[src/rtl/apb_led_pwm.sv]
// APB3 slave driving NUM_CH LED PWM channels from a shared, prescaled period counter.
// Period and duty writes land in shadow registers and reach the active copies only on a wrap.
module apb_led_pwm #(
  parameter int NUM_CH = 8,
  parameter int CNT_W  = 8
) (
  input  logic              io_systemClk,
  input  logic              io_asyncResetn,
  input  logic [15:0]       PADDR,
  input  logic              PSEL,
  input  logic              PENABLE,
  input  logic              PWRITE,
  input  logic [31:0]       PWDATA,
  output logic [31:0]       PRDATA,
  output logic              PREADY,
  output logic              PSLVERROR,
  output logic [NUM_CH-1:0] pwm_out
);

  localparam logic [13:0] W_CTRL  = 14'd0;
  localparam logic [13:0] W_PRESC = 14'd1;
  localparam logic [13:0] W_PER   = 14'd2;
  localparam logic [13:0] W_STAT  = 14'd3;
  localparam logic [13:0] W_DUTY0 = 14'd4;

  logic [13:0]                  word;
  logic                         access;
  logic                         mapped;
  logic                         we;
  logic [31:0]                  rdata;
  logic [NUM_CH-1:0]            duty_hit;

  logic                         ready_q, ready_d;
  logic [1:0]                   ctrl_q, ctrl_d;
  logic [15:0]                  presc_q, presc_d;
  logic [CNT_W-1:0]             per_sh_q, per_sh_d;
  logic [CNT_W-1:0]             per_act_q, per_act_d;
  logic [NUM_CH-1:0][CNT_W-1:0] duty_sh_q, duty_sh_d;
  logic [NUM_CH-1:0][CNT_W-1:0] duty_act_q, duty_act_d;
  logic                         wrap_flag_q, wrap_flag_d;
  logic [15:0]                  pc_q, pc_d;
  logic [CNT_W-1:0]             cnt_q, cnt_d;
  logic [NUM_CH-1:0]            pwm_q, pwm_d;

  logic                         en;
  logic                         inv;
  logic                         tick;
  logic                         wrap;
  logic                         load;
  logic                         unused_bits;

  assign unused_bits = ^{PADDR[1:0], PWDATA[31:16]};
  assign word        = PADDR[15:2];
  assign access      = PSEL & PENABLE;
  // PREADY is qualified by the live handshake so it drops as soon as the master lets go.
  assign PREADY      = ready_q & access;
  assign PRDATA      = PREADY ? rdata : 32'd0;
  assign PSLVERROR   = PREADY & ~mapped;
  assign we          = PREADY & PWRITE & mapped;
  assign pwm_out     = pwm_q;

  always_comb begin
    rdata    = 32'd0;
    duty_hit = '0;
    case (word)
      W_CTRL:  rdata = {30'd0, ctrl_q};
      W_PRESC: rdata = {16'd0, presc_q};
      W_PER:   rdata = 32'(per_sh_q);
      W_STAT:  rdata = {31'd0, wrap_flag_q};
      default: begin
        for (int i = 0; i < NUM_CH; i++) begin
          if (word == W_DUTY0 + 14'(i)) begin
            duty_hit[i] = 1'b1;
            rdata       = 32'(duty_sh_q[i]);
          end
        end
      end
    endcase
    mapped = (word < W_DUTY0) | (|duty_hit);
  end

  always_comb begin
    ready_d   = access & ~ready_q;
    ctrl_d    = ctrl_q;
    presc_d   = presc_q;
    per_sh_d  = per_sh_q;
    duty_sh_d = duty_sh_q;
    if (we) begin
      if (word == W_CTRL)  ctrl_d   = PWDATA[1:0];
      if (word == W_PRESC) presc_d  = PWDATA[15:0];
      if (word == W_PER)   per_sh_d = PWDATA[CNT_W-1:0];
      for (int i = 0; i < NUM_CH; i++) begin
        if (duty_hit[i]) duty_sh_d[i] = PWDATA[CNT_W-1:0];
      end
    end
    // A wrap in the same cycle as a write-1-to-clear keeps the flag set.
    wrap_flag_d = wrap | (wrap_flag_q & ~(we & (word == W_STAT) & PWDATA[0]));
  end

  assign en   = ctrl_q[0];
  assign inv  = ctrl_q[1];
  assign tick = en & (pc_q == presc_q);
  assign wrap = tick & (cnt_q == per_act_q);
  assign load = wrap | ~en;

  always_comb begin
    pc_d = pc_q + 16'd1;
    if (!en || tick) pc_d = 16'd0;

    cnt_d = cnt_q;
    if (!en || wrap)  cnt_d = '0;
    else if (tick)    cnt_d = cnt_q + CNT_W'(1);

    per_act_d  = load ? per_sh_q  : per_act_q;
    duty_act_d = load ? duty_sh_q : duty_act_q;

    for (int i = 0; i < NUM_CH; i++) begin
      pwm_d[i] = en ? ((cnt_q < duty_act_q[i]) ^ inv) : inv;
    end
  end

  always_ff @(posedge io_systemClk or negedge io_asyncResetn) begin
    if (!io_asyncResetn) begin
      ready_q     <= 1'b0;
      ctrl_q      <= 2'd0;
      presc_q     <= 16'd0;
      per_sh_q    <= '1;
      per_act_q   <= '1;
      duty_sh_q   <= '0;
      duty_act_q  <= '0;
      wrap_flag_q <= 1'b0;
      pc_q        <= 16'd0;
      cnt_q       <= '0;
      pwm_q       <= '0;
    end else begin
      ready_q     <= ready_d;
      ctrl_q      <= ctrl_d;
      presc_q     <= presc_d;
      per_sh_q    <= per_sh_d;
      per_act_q   <= per_act_d;
      duty_sh_q   <= duty_sh_d;
      duty_act_q  <= duty_act_d;
      wrap_flag_q <= wrap_flag_d;
      pc_q        <= pc_d;
      cnt_q       <= cnt_d;
      pwm_q       <= pwm_d;
    end
  end

endmodule

[config.mk]
export PLATFORM = sky130hd
export DESIGN_NAME = apb_led_pwm
export DESIGN_NICKNAME = d
export VERILOG_FILES = /design/src/rtl/apb_led_pwm.sv
export SDC_FILE = /design/constraint.sdc
export NUM_CORES = 1
export LEC_CHECK = 0
export BUFFER_PORTS_ARGS = -buffer_cell sky130_fd_sc_hd__buf_2
export CAP_MARGIN = 10
export CORE_MARGIN = 3
export CORE_UTILIZATION = 55
export DETAILED_ROUTE_END_ITERATION = 10
export PLACE_DENSITY = 0.79
export REMOVE_ABC_BUFFERS = 1
export SLEW_MARGIN = 10
export SYNTH_ARGS = -nofsm -noshare
export SYNTH_HDL_FRONTEND = slang
export SYNTH_SLANG_ARGS = --single-unit
[constraint.sdc]
create_clock -name io_systemClk -period 2.9 [get_ports io_systemClk]
set_input_delay 0 -clock io_systemClk [delete_from_list [all_inputs] [get_ports io_systemClk]]
set_output_delay 0 -clock io_systemClk [all_outputs]
set_load 0.05 [all_outputs]
* Word-level counts from Yosys, hierarchy flattened
Index checks and enable logic that the tools add are counted.
** Word-level totals
- Register bits :: 196
- Bits in latches :: 0
- Memory bits (writable) :: 0
- ROM bits :: 0
- Input bits :: 53
- Logic and storage cells :: 123
- Memories kept :: 0
** Cells by class
- $add $sub $neg :: 2
- Multiply operators :: 0
- Div/mod/pow operators :: 0
- $lt $le $gt $ge :: 9
- Equal/unequal tests :: 13
- Shifts and indexed selects :: 0
- Muxes and demuxes :: 30
- Bitwise operators :: 26
- Reductions and logical operators :: 18
** Operators with widths (count)
- $mux W32 :: 8
- $pmux W32 S4 :: 1
- $lt A8 B8 Y1 :: 8
- $eq A14 B3 Y1 const B :: 4
- $eq A14 B4 Y1 const B :: 4
- $mux W8 :: 4
- $eq A14 B2 Y1 const B :: 2
- $reduce_and A2 Y1 :: 11
- $add A16 B1 Y16 const B :: 1
- $eq A16 B16 Y1 :: 1
- $mux W1 :: 16
- $mux W16 :: 1
- $eq A14 B1 Y1 const B :: 1
- $logic_not A14 Y1 :: 1
- $lt A14 B3 Y1 const B :: 1
- $and A1 B1 Y1 :: 11
- $add A8 B1 Y8 const B :: 1
- $eq A8 B8 Y1 :: 1
- $reduce_or A8 Y1 :: 1
- $xor A1 B1 Y1 :: 8
- $not A1 Y1 :: 4
- $reduce_or A4 Y1 :: 1
- $or A1 B1 Y1 :: 3
- $logic_or A1 B1 Y1 :: 2
- 2 further kinds :: 2

* Longest topological paths before layout
- Depth in word-level cells :: 11
- Gate-level depth with buffers :: 9

* Least setup slack after synthesis
No wires, ideal clock.
- Path kind :: in2out
- From :: in PADDR[12]
- To :: out PRDATA[4]
- Arrival :: 2.530 ns
- Data required time :: 2.900 ns
- Slack :: 0.370 ns
- Stages on the path :: 5
- Buffers on the path :: 1
- Path through :: or4_4 or3_1 buf_6 a211o_2 a221oi_1
** Between the ends
- Cells in the longest elaborated chain, start to end :: 11
** RTL lines
- start: declaration :: line 9 : input logic [15:0] PADDR,
- $eq A14 B3 Y1 :: line 72 : if (word == W_DUTY0 + 14'(i)) begin
- $mux W8 :: line 72
- $mux W32 (7 in series) :: line 72
- $pmux W32 S4 (*) :: line 65 : case (word)
- $mux W32 (*) :: line 57 : assign PRDATA = PREADY ? rdata : 32'd0;
- end: declaration :: line 14 : output logic [31:0] PRDATA,
Mark *: on every way between the ends. The rest lies on a longest branch, timed or not.

* Worst setup path in the final report
- From :: reg presc_q[11]
- To :: reg duty_act_q[7] in the netlist's numbering
** Between the ends
- Cells in the longest elaborated chain, start to end :: 4
** RTL lines
- start: declaration :: line 35 : logic [15:0] presc_q, presc_d;
- start signal: assignment :: line 138 : presc_q <= presc_d;
- $eq A16 B16 Y1 :: line 102 : assign tick = en & (pc_q == presc_q);
- $and A1 B1 Y1 :: line 102
- $and A1 B1 Y1 :: line 103 : assign wrap = tick & (cnt_q == per_act_q);
- $or A1 B1 Y1 :: line 104 : assign load = wrap | ~en;
- end signal: assignment :: line 142 : duty_act_q <= duty_act_d;
- end: declaration :: line 39 : logic [NUM_CH-1:0][CNT_W-1:0] duty_act_q, duty_act_d;
Every way passes these cells.
A chain may end at the register's enable or synchronous reset.

==> out/results.tsv <==
metric	value	unit
outcome	finished clean	
slew_headroom	46.7	%
overflow	0	
cp.required	3.23	ns
hold_path_class	in -> reg	
crit_buf_inv	1	
vias	7318	
path_delay_family	simple AND/OR/NAND/NOR gates	
die_area	20700	µm²
cts_tree	done	
diodes	0	
nets	1069	
critPathMaxStageDelay	0.75	ns
cts.htree.levels	4	
hold_viol	0	
io_buffers	60	
track_usage	25.7	%
p_per_area	457	nW/µm²
grt_pass1_vias	7302	
drv_slew	0	
max_freq	0.374	GHz
post_cts_buffers	0	
place_inst	1156	
die_y	144	µm
start_util	57.1	%
core_area	18300	µm²
synth_top_cells_by_area	dfrtp_1 (43%), mux2_2 (15%), ha_1 (6.9%)	
finalNonFillerCells	1200	
synth_flop_cell	dfrtp_1	
rows	49	
yosysWarnings	0	
maxCapViolations	0	
routed_wl	25600	µm
syn_inst	879	
vdd_drop_max	0.000406	V
arrival	3.00	ns
hpwl	17700	µm
synth_cell_types	66	
synthToLayoutAreaGrowth	12.5	%
die_w	144	µm
grt_pass1_wl	40400	µm
holdBufCountCts	12	
drtIter0Drc	685	
p_leak	5.65	nW
place_ws	0.273	ns
mappedNetlistArea	10500	µm²
fin_crit_sh	92.2	%
ys_seq_elements	196	
crit_type	reg -> reg	
cts_made_buffers	17	
grt_start_max_net_pins	96	
critPathLaunchType	flip-flop	
regArea	4920	µm²
cp-end-kind	flip-flop	
synth_top_area_cell	dfrtp_1	
fin_util	64.3	%
multiInputGateArea	5060	µm²
yosysTopAreaCellShare	43.0	%
cts_resized	0	
root_buffer	clkbuf_16	
worst_pin_slew	0.797	ns
setup-tns-final	0	ns
path_max_fanout	34	
antenna_found_initial	0	
cts.sinks	196	
cts.reportedPaths.clkPinSlew	0.08	ns
synth_common_cells	dfrtp_1 (180), mux2_2 (139), inv_1 (66), ha_1 (58), o21ai_0 (28)	
cp_cell_sequence	xnor2_1 > nand4_1 > or4_1 > o21ai_4 > buf_12 > mux2_2	
fin_crit	2.67	ns
wl_per_cell	21.3	µm
ios	95	
setup_ws	0.227	ns
gp_congestion	0.983	
rsz0062_at_grt	false	
async_reset_ff_share	100	%
ys_seq_area_share	47.0	%
nFillCells	1334	
clk_path_buf_depth	2	
finalSetupViolations	0	
drcViolationCount	0	
first_pass_iters	5	
vias_per_cell	6.10	
fin_skew	0.0131	ns
clock_latency	0.45	ns
avgSynthCellArea	11.9	µm²
finalPower	0.00539	W
slowest_stage	or4_1	
synth_most_common_cell	dfrtp_1	
drive_above_1_share	31.2	%
drtAntennaViolNets	0	
synth_edf_count	0	
cells in the final DEF, fill, tap and decap left out, drive strengths merged, types with 5 or more instances in the layout:
cell type	instances
nand3	16
a211oi	21
xnor2	23
nor2b	5
mux2	164
a21oi	25
and3	6
nor3	6
nor2	33
and2	11
a221oi	6
o21a	7
inv	76
a22oi	9
dfrtp	180
clkinv	5
mux2i	7
o21ai	29
nand2b	8
buf	83
or3	12
mux4	7
nand4	11
clkbuf	18
a21o	10
conb	16
o2111ai	6
nand2	28
ha	58
xor2	17
dlygate4sd3	12
dfstp	16
through the flow:
| step | instance area (µm²) | hold slack [ns] |
|---|---|---|
| 2_1_floorplan | 10200 | -0.296 |
| 3_3_place_gp | 11100 | 0.137 |
| 3_5_place_dp | 11100 | 0.139 |
| 4_1_cts | 11800 | 0.00901 |
| 5_1_grt | 11800 | 0.0223 |
| 6_report | 11800 | 0.0283 |
registers in the layout, indices dropped and copies added, names as in the netlist, 8 cells and up:
signal	flops
per_sh_q	8
presc_q	16
pwm_out	8
cnt_q	8
pc_q	16
per_act_q	8
duty_sh_q	64
duty_act_q	64
final cells by class:
| cell class | count | area share [%] |
|---|---|---|
| Clock buffer | 17 | 3.61 |
| Clock inverter | 15 | 1.51 |
| Inverter | 66 | 2.10 |
| Multi-Input combinational cell | 581 | 43.0 |
| Sequential cell | 196 | 41.8 |
| Tap cell | 229 | 2.43 |
| Timing Repair Buffer | 96 | 5.60 |
routing by layer:
metal  share of wire, %  global-route usage (%)  vias up
li1                   -                       -     3293
met2                 47                    40.4      291
met3                8.0                    5.42       47
met4                2.3                    7.48        0
met5                  0                       0        -
met1                 43                    36.4     3687
worst paths after layout:
| check | from | to | slack (ns) | cells past startpoint |
|---|---|---|---|---|
| worst min-delay path | PWDATA[0] | duty_sh_q[8] | 0.03 | 2 |
| worst max register to register | presc_q[11] | duty_act_q[7] | 0.23 | 6 |
| worst min register to register | ready_q | ready_q | 0.45 | 1 |
| worst max-delay path | presc_q[11] | duty_act_q[7] | 0.23 | 6 |
| min in group asynchronous | io_asyncResetn | duty_act_q[17] | 0.20 | 2 |
| max in group asynchronous | io_asyncResetn | per_sh_q[2] | 1.91 | 3 |
power by group:
group	internal [W]	switching, W
Combinational	0.0000587	0.000192
Sequential	0.00273	0.000000647
Clock	0.00118	0.00122
worst reg2reg max path: cells and delay by family (launching register included):
family / cells / cell delay, ns
compound gates: 1 / 0.31
xor+xnor: 1 / 0.19
buf+inv: 1 / 0.26
flops: 1 / 0.43
mux: 1 / 0.40
simple gates: 2 / 0.98
logic make-up after synthesis:
family	after synthesis	synth area share (%)
other	1	0.0358
DFF	196	47.0
xor gates and xnor gates	40	3.34
buffers and inverters	117	5.34
muxes	178	19.9
adders and majority gates	58	6.93
AOI/OAI and AO/OA	137	9.04
and+or+nand+nor	152	8.43
No activity file was read; power rests on OpenSTA's default activity.
